===== config.mk =====
export PLATFORM = sky130hd
export DESIGN_NAME = mic_delay_sum
export DESIGN_NICKNAME = d
export VERILOG_FILES = /design/src/rtl/mic_delay_sum.sv
export SDC_FILE = /design/constraint.sdc
export NUM_CORES = 1
export LEC_CHECK = 0
export BUFFER_PORTS_ARGS = -buffer_cell sky130_fd_sc_hd__buf_2
export CORE_ASPECT_RATIO = 0.6
export CORE_MARGIN = 2
export CORE_UTILIZATION = 50
export DETAILED_ROUTE_END_ITERATION = 6
export HOLD_SLACK_MARGIN = 0.02
export MAX_ROUTING_LAYER = met4
export PLACE_DENSITY = 0.67
export SYNTH_ARGS = -nofsm -noshare
export SYNTH_HDL_FRONTEND = slang
export SYNTH_SLANG_ARGS = --single-unit

===== constraint.sdc =====
create_clock -name CLOCK_50 -period 6.2 [get_ports CLOCK_50]
set_input_delay 0.93 -clock CLOCK_50 [delete_from_list [all_inputs] [get_ports CLOCK_50]]
set_output_delay 0.93 -clock CLOCK_50 [all_outputs]
set_load 0.05 [all_outputs]

===== src/rtl/mic_delay_sum.sv =====
// rtl/mic_delay_sum.sv - two-mic delay-and-sum stage feeding the codec write port
module mic_delay_sum #(
   parameter int DW        = 16,
   parameter int MAX_DELAY = 32,
   parameter int AW        = 5
) (
   input  logic          CLOCK_50,
   input  logic          reset_n,
   input  logic          adc_lrck,
   input  logic [DW-1:0] mic_L,
   input  logic [DW-1:0] mic_R,
   input  logic [AW-1:0] delay_sel,
   input  logic          steer_right,
   input  logic          write_ready,
   output logic          write,
   output logic [DW-1:0] writedata_left,
   output logic [DW-1:0] writedata_right,
   output logic          overrun
);

   typedef enum logic [1:0] {IDLE, RD, SUM, OUT} state_t;

   localparam logic [AW:0] FILL_MAX = (AW+1)'(MAX_DELAY);

   state_t        state, state_nxt;
   logic          s1, s2, s3;
   logic          frame;
   logic [DW-1:0] cap_l, cap_r, rd_data;
   logic [AW-1:0] d, wp, rd_addr;
   logic          st;
   logic [AW:0]   fill;
   logic          hit;
   logic [DW-1:0] mem [MAX_DELAY];
   logic [DW-1:0] steered, undelayed, dly;
   logic [DW:0]   sum;

   assign frame     = s2 & ~s3;
   assign rd_addr   = wp - d;
   assign steered   = st ? cap_l : cap_r;
   assign undelayed = st ? cap_r : cap_l;
   // d==0 bypasses the buffer; otherwise samples older than the fill level read as silence
   assign dly       = (d == '0) ? steered : (hit ? rd_data : '0);
   assign sum       = {undelayed[DW-1], undelayed} + {dly[DW-1], dly};

   always_ff @(posedge CLOCK_50 or negedge reset_n) begin
      if (!reset_n) state <= IDLE;
      else          state <= state_nxt;
   end

   always_comb begin
      state_nxt = state;
      case (state)
         IDLE:    if (frame) state_nxt = RD;
         RD:      state_nxt = SUM;
         SUM:     state_nxt = OUT;
         OUT:     if (write_ready) state_nxt = IDLE;
         default: state_nxt = IDLE;
      endcase
   end

   always_comb begin
      write = (state == OUT) && write_ready;
   end

   always_ff @(posedge CLOCK_50 or negedge reset_n) begin
      if (!reset_n) begin
         s1              <= 1'b0;
         s2              <= 1'b0;
         s3              <= 1'b0;
         cap_l           <= '0;
         cap_r           <= '0;
         d               <= '0;
         st              <= 1'b0;
         wp              <= '0;
         fill            <= '0;
         hit             <= 1'b0;
         rd_data         <= '0;
         writedata_left  <= '0;
         writedata_right <= '0;
         overrun         <= 1'b0;
      end else begin
         s1 <= adc_lrck;
         s2 <= s1;
         s3 <= s2;
         if (frame && state == IDLE) begin
            cap_l <= mic_L;
            cap_r <= mic_R;
            d     <= delay_sel;
            st    <= steer_right;
         end
         if (frame && state != IDLE) overrun <= 1'b1;
         if (state == RD) begin
            rd_data <= mem[rd_addr];
            hit     <= (fill >= {1'b0, d});
            wp      <= wp + 1'b1;
            if (fill != FILL_MAX) fill <= fill + 1'b1;
         end
         if (state == SUM) begin
            writedata_left  <= sum[DW:1];
            writedata_right <= sum[DW:1];
         end
      end
   end

   // buffer RAM is deliberately not reset; fill gating masks stale entries
   always_ff @(posedge CLOCK_50) begin
      if (state == RD) mem[wp] <= steered;
   end

endmodule

==> results.sh, run 1 <==
export IMPL_ys_warn_count=0
export IMPL_status="finished clean"
export IMPL_setup_viol_count_final=0
export IMPL_first_pass_iters=5
export IMPL_grt_pass1_wl_um=85700
export IMPL_cts_buffer_depth=3
export IMPL_dp_hpwl_um=34400
export IMPL_rows=63
export IMPL_final_util=0.566
export IMPL_vias=13000
export IMPL_min_path_type="primary input to async pin"
export IMPL_synth_top_area_share=0.615
export IMPL_synth_commonest_cells="512 x edfxtp_1, 128 x mux4_2, 111 x mux2_2, 88 x dfrtp_1, 83 x nand3_1"
export IMPL_ys_seq_area_frac=0.703
export IMPL_core_region_area_um2=49300
export IMPL_tightest_slew_ps=1110
export IMPL_ys_types=60
export IMPL_wl_um=57800
export IMPL_overflow=0
export IMPL_hold_viol=0
export IMPL_start_kind="flop"
export IMPL_grtUsageTotal=0.234
export IMPL_die_height_um=177
export IMPL_gp_congestion=0.823
export IMPL_clock_skew_ps=25.9
export IMPL_cp_end_kind="flop"
export IMPL_portBuffers=75
export IMPL_numClockSinks=600
export IMPL_setup_tns_ps=0
export IMPL_crit_path_frequent_cell="nand2_1"
export IMPL_clk_latency_ps=600
export IMPL_relSlewSlack=0.263
export IMPL_fin_crit_ps=4110
export IMPL_crit_type="flop to flop"
export IMPL_nNetsFinal=1521
export IMPL_synth_most_common_cell="edfxtp_1"
export IMPL_drc=0
export IMPL_synth_edf_count=512
export IMPL_drt_iter0_drc=1553
export IMPL_final_fill_count=3725
export IMPL_n_antenna_cell=0
export IMPL_ys_ff_latch=600
export IMPL_rsz0062_at_grt="no"
export IMPL_reg2reg_depth=11
export IMPL_cp_data_arrival_time_ps=4590
export IMPL_required_ps=6680
export IMPL_cts_buffers=51
export IMPL_cts_root_buf="clkbuf_16"
export IMPL_grt_max_degree=77
export IMPL_cp_num_cells=11
export IMPL_max_clock_freq_mhz=243
export IMPL_die_w_um=293
export IMPL_maxSlewViolCount=0
export IMPL_dieArea_um2=51800
export IMPL_critical_path_peak_fanout=18
export IMPL_cap_violations=0
export IMPL_cp_buffers_inverters=0
export IMPL_ios=76
export IMPL_grt_pass1_vias=13100
export IMPL_initial_utilization=0.506
export IMPL_cts_resized=0
export IMPL_synth_cell_area_um2=25000
export IMPL_area_delta_synth_final_pct=11.8
export IMPL_crit_family="simple AND/OR/NAND/NOR gates"
export IMPL_htreeDepth=2
export IMPL_period_share=0.662
export IMPL_crit_chain="nor3_4, nand2_1, nand3_1, nand2_1, fa_1, a211o_1, a21o_1, a22o_1, a211oi_2, xnor2_1, mux2_2"
export IMPL_async_flop_share=0.147
export IMPL_avgSynthCellArea_um2=18.4
export IMPL_cts_tree="done"
export IMPL_layout_drive_gt1_share=0.314
export IMPL_cp_slowest_cell="nor3_4"
export IMPL_synth_area_top_cells="edfxtp_1 62%, mux4_2 12%, dfrtp_1 8.8%"
export IMPL_seqCellArea_um2=17600
export IMPL_yosys_area_top_type="edfxtp_1"
export IMPL_via_per_inst=6.09
export IMPL_postCtsSetupBuffers=0
export IMPL_synth_ff_type="edfxtp_1"
export IMPL_antenna_found_initial=2
export IMPL_slowest_delay_ps=710
export IMPL_ant_nets=0
export IMPL_wl_per_cell_um=27.1
export IMPL_multi_input_area_um2=7030
export IMPL_hold_buffers=0
export IMPL_syn_inst=1356
export IMPL_synth_fp_nets=1434
export IMPL_path_clk_slew_ps=70
==> worst paths after layout <==
check / to / slack [ps] / startpoint
setup / recovery: writedata_right[13] / 2090 / d[3]
hold / removal: cap_l[11] / 210 / reset_n
setup reg to reg: writedata_right[13] / 2090 / d[3]
hold reg to reg: s2 / 350 / s1
max in group asynchronous: overrun / 4670 / reset_n
min in group CLOCK_50: s2 / 350 / s1
==> layout make-up <==
cell class	count	share of cell area
sequential	600	0.629
timing repair buffer	121	0.0272
multi-input combinational	653	0.252
inverter	16	0.00215
clock buffer	66	0.0499
tap	650	0.0291
clock inverter	27	0.0109
==> cells in the final DEF, fill, tap and decap left out, types with 6 or more instances in the layout <==
cell type / Yosys / layout
inv_1: 14 / 14
mux2_2: 111 / 111
a21oi_1: 16 / 16
buf_4: 16 / 44
clkinv_2: 0 / 8
o21ai_0: 12 / 12
nor2_1: 33 / 33
o211ai_1: 34 / 34
nand2_1: 56 / 56
bufinv_16: 0 / 6
mux4_2: 128 / 128
a21o_1: 8 / 8
buf_2: 14 / 74
nor3_2: 1 / 12
clkbuf_16: 0 / 52
edfxtp_1: 512 / 512
dfrtp_1: 88 / 88
xnor2_1: 14 / 14
mux2i_1: 33 / 33
clkinv_1: 2 / 8
nand3_1: 83 / 83
clkbuf_1: 51 / 10
ha_1: 34 / 33
==> kinds of logic (layout without fill, tap and decap cells) <==
| group | Yosys count | count (layout) | synth area share |
|---|---|---|---|
| flip-flops | 600 | 600 | 0.703 |
| multiplexers | 272 | 272 | 0.179 |
| AND/OR/NAND/NOR | 223 | 223 | 0.0439 |
| AO/OA/AOI/OAI | 103 | 103 | 0.0295 |
| buffers and inverters | 103 | 230 | 0.0192 |
| adder cells (fa/ha/maj) | 36 | 36 | 0.0186 |
| XOR/XNOR | 19 | 19 | 0.00696 |
==> registers in the layout (all words and copies together) (netlist names) <==
signal	count
s3	1
d	5
rd_data	16
fill	6
cap_l	16
s1	1
mem	512
cap_r	16
overrun	1
hit	1
s2	1
state	2
wp	5
st	1
writedata_right	16
==> per-stage QoR <==
step                worst slack [ps]  hold slack [ps]  instances  instance area, um^2
floorplan                       2880              331       1356                25000
global placement                2240              336       2040                26200
detailed placement              2210              343       2040                26200
CTS                             2210              185       2133                27900
global route                    1820              210       2133                27900
finish                          2090              211       2133                27900
==> layer usage <==
metal	share of wire	vias to the layer above	GRT usage	wire length (um)
met1	0.45	6785	0.351	26000
met5	0	-	-	0
met3	0.11	63	0.0681	6250
li1	-	5592	-	-
met4	0.012	0	0.0378	690
met2	0.43	550	0.321	24800
Power of run 1 is not shown: default switching activity piles up to over one toggle a cycle in this logic, so the estimate is an artifact.
==> inputs of run 2 (changes only) <==
--- a/config.mk
+++ b/config.mk
@@ -12,7 +12,7 @@
 export DETAILED_ROUTE_END_ITERATION = 6
 export HOLD_SLACK_MARGIN = 0.02
 export MAX_ROUTING_LAYER = met4
-export PLACE_DENSITY = 0.67
+export PLACE_DENSITY = 0.7
 export SYNTH_ARGS = -nofsm -noshare
 export SYNTH_HDL_FRONTEND = slang
 export SYNTH_SLANG_ARGS = --single-unit
==> constraint.sdc (replaced) <==
create_clock -name CLOCK_50 -period 3.4 [get_ports CLOCK_50]
set_input_delay 0.51 -clock CLOCK_50 [delete_from_list [all_inputs] [get_ports CLOCK_50]]
set_output_delay 0.51 -clock CLOCK_50 [all_outputs]
set_load 0.05 [all_outputs]
==> results.sh, run 2 (synthesized netlist as in run 1, its figures left out) <==
export IMPL_status="finished clean"
export IMPL_grt_busiest_layer="met1"
export IMPL_layout_commonest_cell="edfxtp_1"
export IMPL_regToRegStartpoint="wp[0]"
export IMPL_clock_skew_ps=17.8
export IMPL_required_ps=3840
export IMPL_cts_buffer_depth=3
export IMPL_layout_drive_gt1_share=0.335
export IMPL_wl_per_cell_um=26.3
export IMPL_cts_root_buf="clkbuf_16"
export IMPL_use_met2=0.320
export IMPL_die_height_um=177
export IMPL_gp_congestion=0.931
export IMPL_n_antenna_cell=0
export IMPL_cts_buffers=50
export IMPL_r2r_slack_ps=60
export IMPL_cts_tree="done"
export IMPL_grtUsageTotal=0.229
export IMPL_drc=0
export IMPL_portBuffers=75
export IMPL_tightest_slew_ps=872
export IMPL_hold_viol=0
export IMPL_largest_reg_flops=512
export IMPL_initial_utilization=0.506
export IMPL_grt_pass1_wl_um=84800
export IMPL_numClockSinks=600
export IMPL_cp_data_arrival_time_ps=3780
export IMPL_dp_hpwl_um=34700
export IMPL_grtUsageMet3=0.0493
export IMPL_drt_iter0_drc=1593
export IMPL_max_clock_freq_mhz=300
export IMPL_timing_rr_end="rd_data[4]"
export IMPL_dieArea_um2=51800
export IMPL_ant_nets=0
export IMPL_setup_viol_count_final=0
export IMPL_via_per_inst=6.07
export IMPL_start_kind="flop"
export IMPL_crit_type="flop to flop"
export IMPL_vias=13200
export IMPL_reg2reg_depth=11
export IMPL_rows=63
export IMPL_core_region_area_um2=49300
export IMPL_wl_um=57300
export IMPL_min_path_type="primary input to async pin"
export IMPL_htreeDepth=2
export IMPL_cp_end_kind="flop"
export IMPL_critical_path_peak_fanout=10
export IMPL_setup_tns_ps=0
export IMPL_largest_register="mem"
export IMPL_nNetsFinal=1569
export IMPL_final_cell_mix="512 x edfxtp_1, 128 x mux4_2, 111 x mux2_2, 86 x dfrtp_1"
export IMPL_ios=76
export IMPL_clk_latency_ps=580
export IMPL_path_clk_slew_ps=70
export IMPL_relSlewSlack=0.419
export IMPL_fin_crit_ps=3340
export IMPL_cap_violations=0
export IMPL_antenna_found_initial=0
export IMPL_grt_pass1_vias=13200
export IMPL_period_share=0.982
export IMPL_first_pass_iters=6
export IMPL_maxSlewViolCount=0
export IMPL_grt_use_met1=0.353
export IMPL_overflow=0
export IMPL_grt_max_degree=65
export IMPL_die_w_um=293
export IMPL_area_delta_synth_final_pct=13.8
## run 2: area by class of cell
type                       instances  area, um^2
inverter                          16        60.1
sequential                       600       17600
clock buffer                      64        1340
tap                              650         813
clock inverter                    28         354
fill                            3645       20900
multi-input combinational        653        7030
timing repair buffer             170        1270
## run 2: critical path, cell delays in order, from the launching register on
cell and delay [ps]:
dfrtp_2 450, inv_2 100, ha_4 130, inv_1 50, fa_4 940, buf_4 170
clkbuf_16 180, mux4_2 290, mux2_2 300, o211ai_1 340, buf_4 180, nand3_1 70
## run 2: how the worst max path moves through the flow
| stage | from | endpoint | slack (ps) | cells past startpoint |
|---|---|---|---|---|
| final | wp[0] | rd_data[4] | 60 | 11 |
| after global routing | wp[0] | rd_data[15] | -2 | 10 |
| after CTS | wp[0] | rd_data[15] | 60 | 10 |
| after detailed placement | wp[0] | rd_data[15] | 90 | 10 |
| after global placement | wp[0] | rd_data[8] | 110 | 10 |
| after floorplan | st | writedata_right[13] | 80 | 13 |
## run 2: per-stage QoR
step / hold slack, ps / cells / setup WS (ps) / utilization / area, um^2
floorplan: 214 / 1356 / 76.8 / - / 25000
global placement: 337 / 2083 / 109 / 0.540 / 26600
detailed placement: 341 / 2083 / 92.1 / 0.540 / 26600
CTS: 22.4 / 2175 / 61.4 / 0.574 / 28300
global route: 24.7 / 2181 / -1.96 / 0.576 / 28400
finish: 6.54 / 2181 / 62.6 / 0.576 / 28400
## run 2: per-layer routing
layer	vias to the layer above	share of wire
met4	0	0.013
met5	-	0
met3	70	0.088
met1	6957	0.46
met2	530	0.44
li1	5690	-
## run 2: timing repair
action                                  in CTS  in global routing
hold endpoints to repair                     0                  0
endpoints found under the setup margin       0                  7
setup buffers                                0                  3
resized for setup                            0                  5
hold buffers                                 0                  0
Power of run 2 is left out for the same reason.
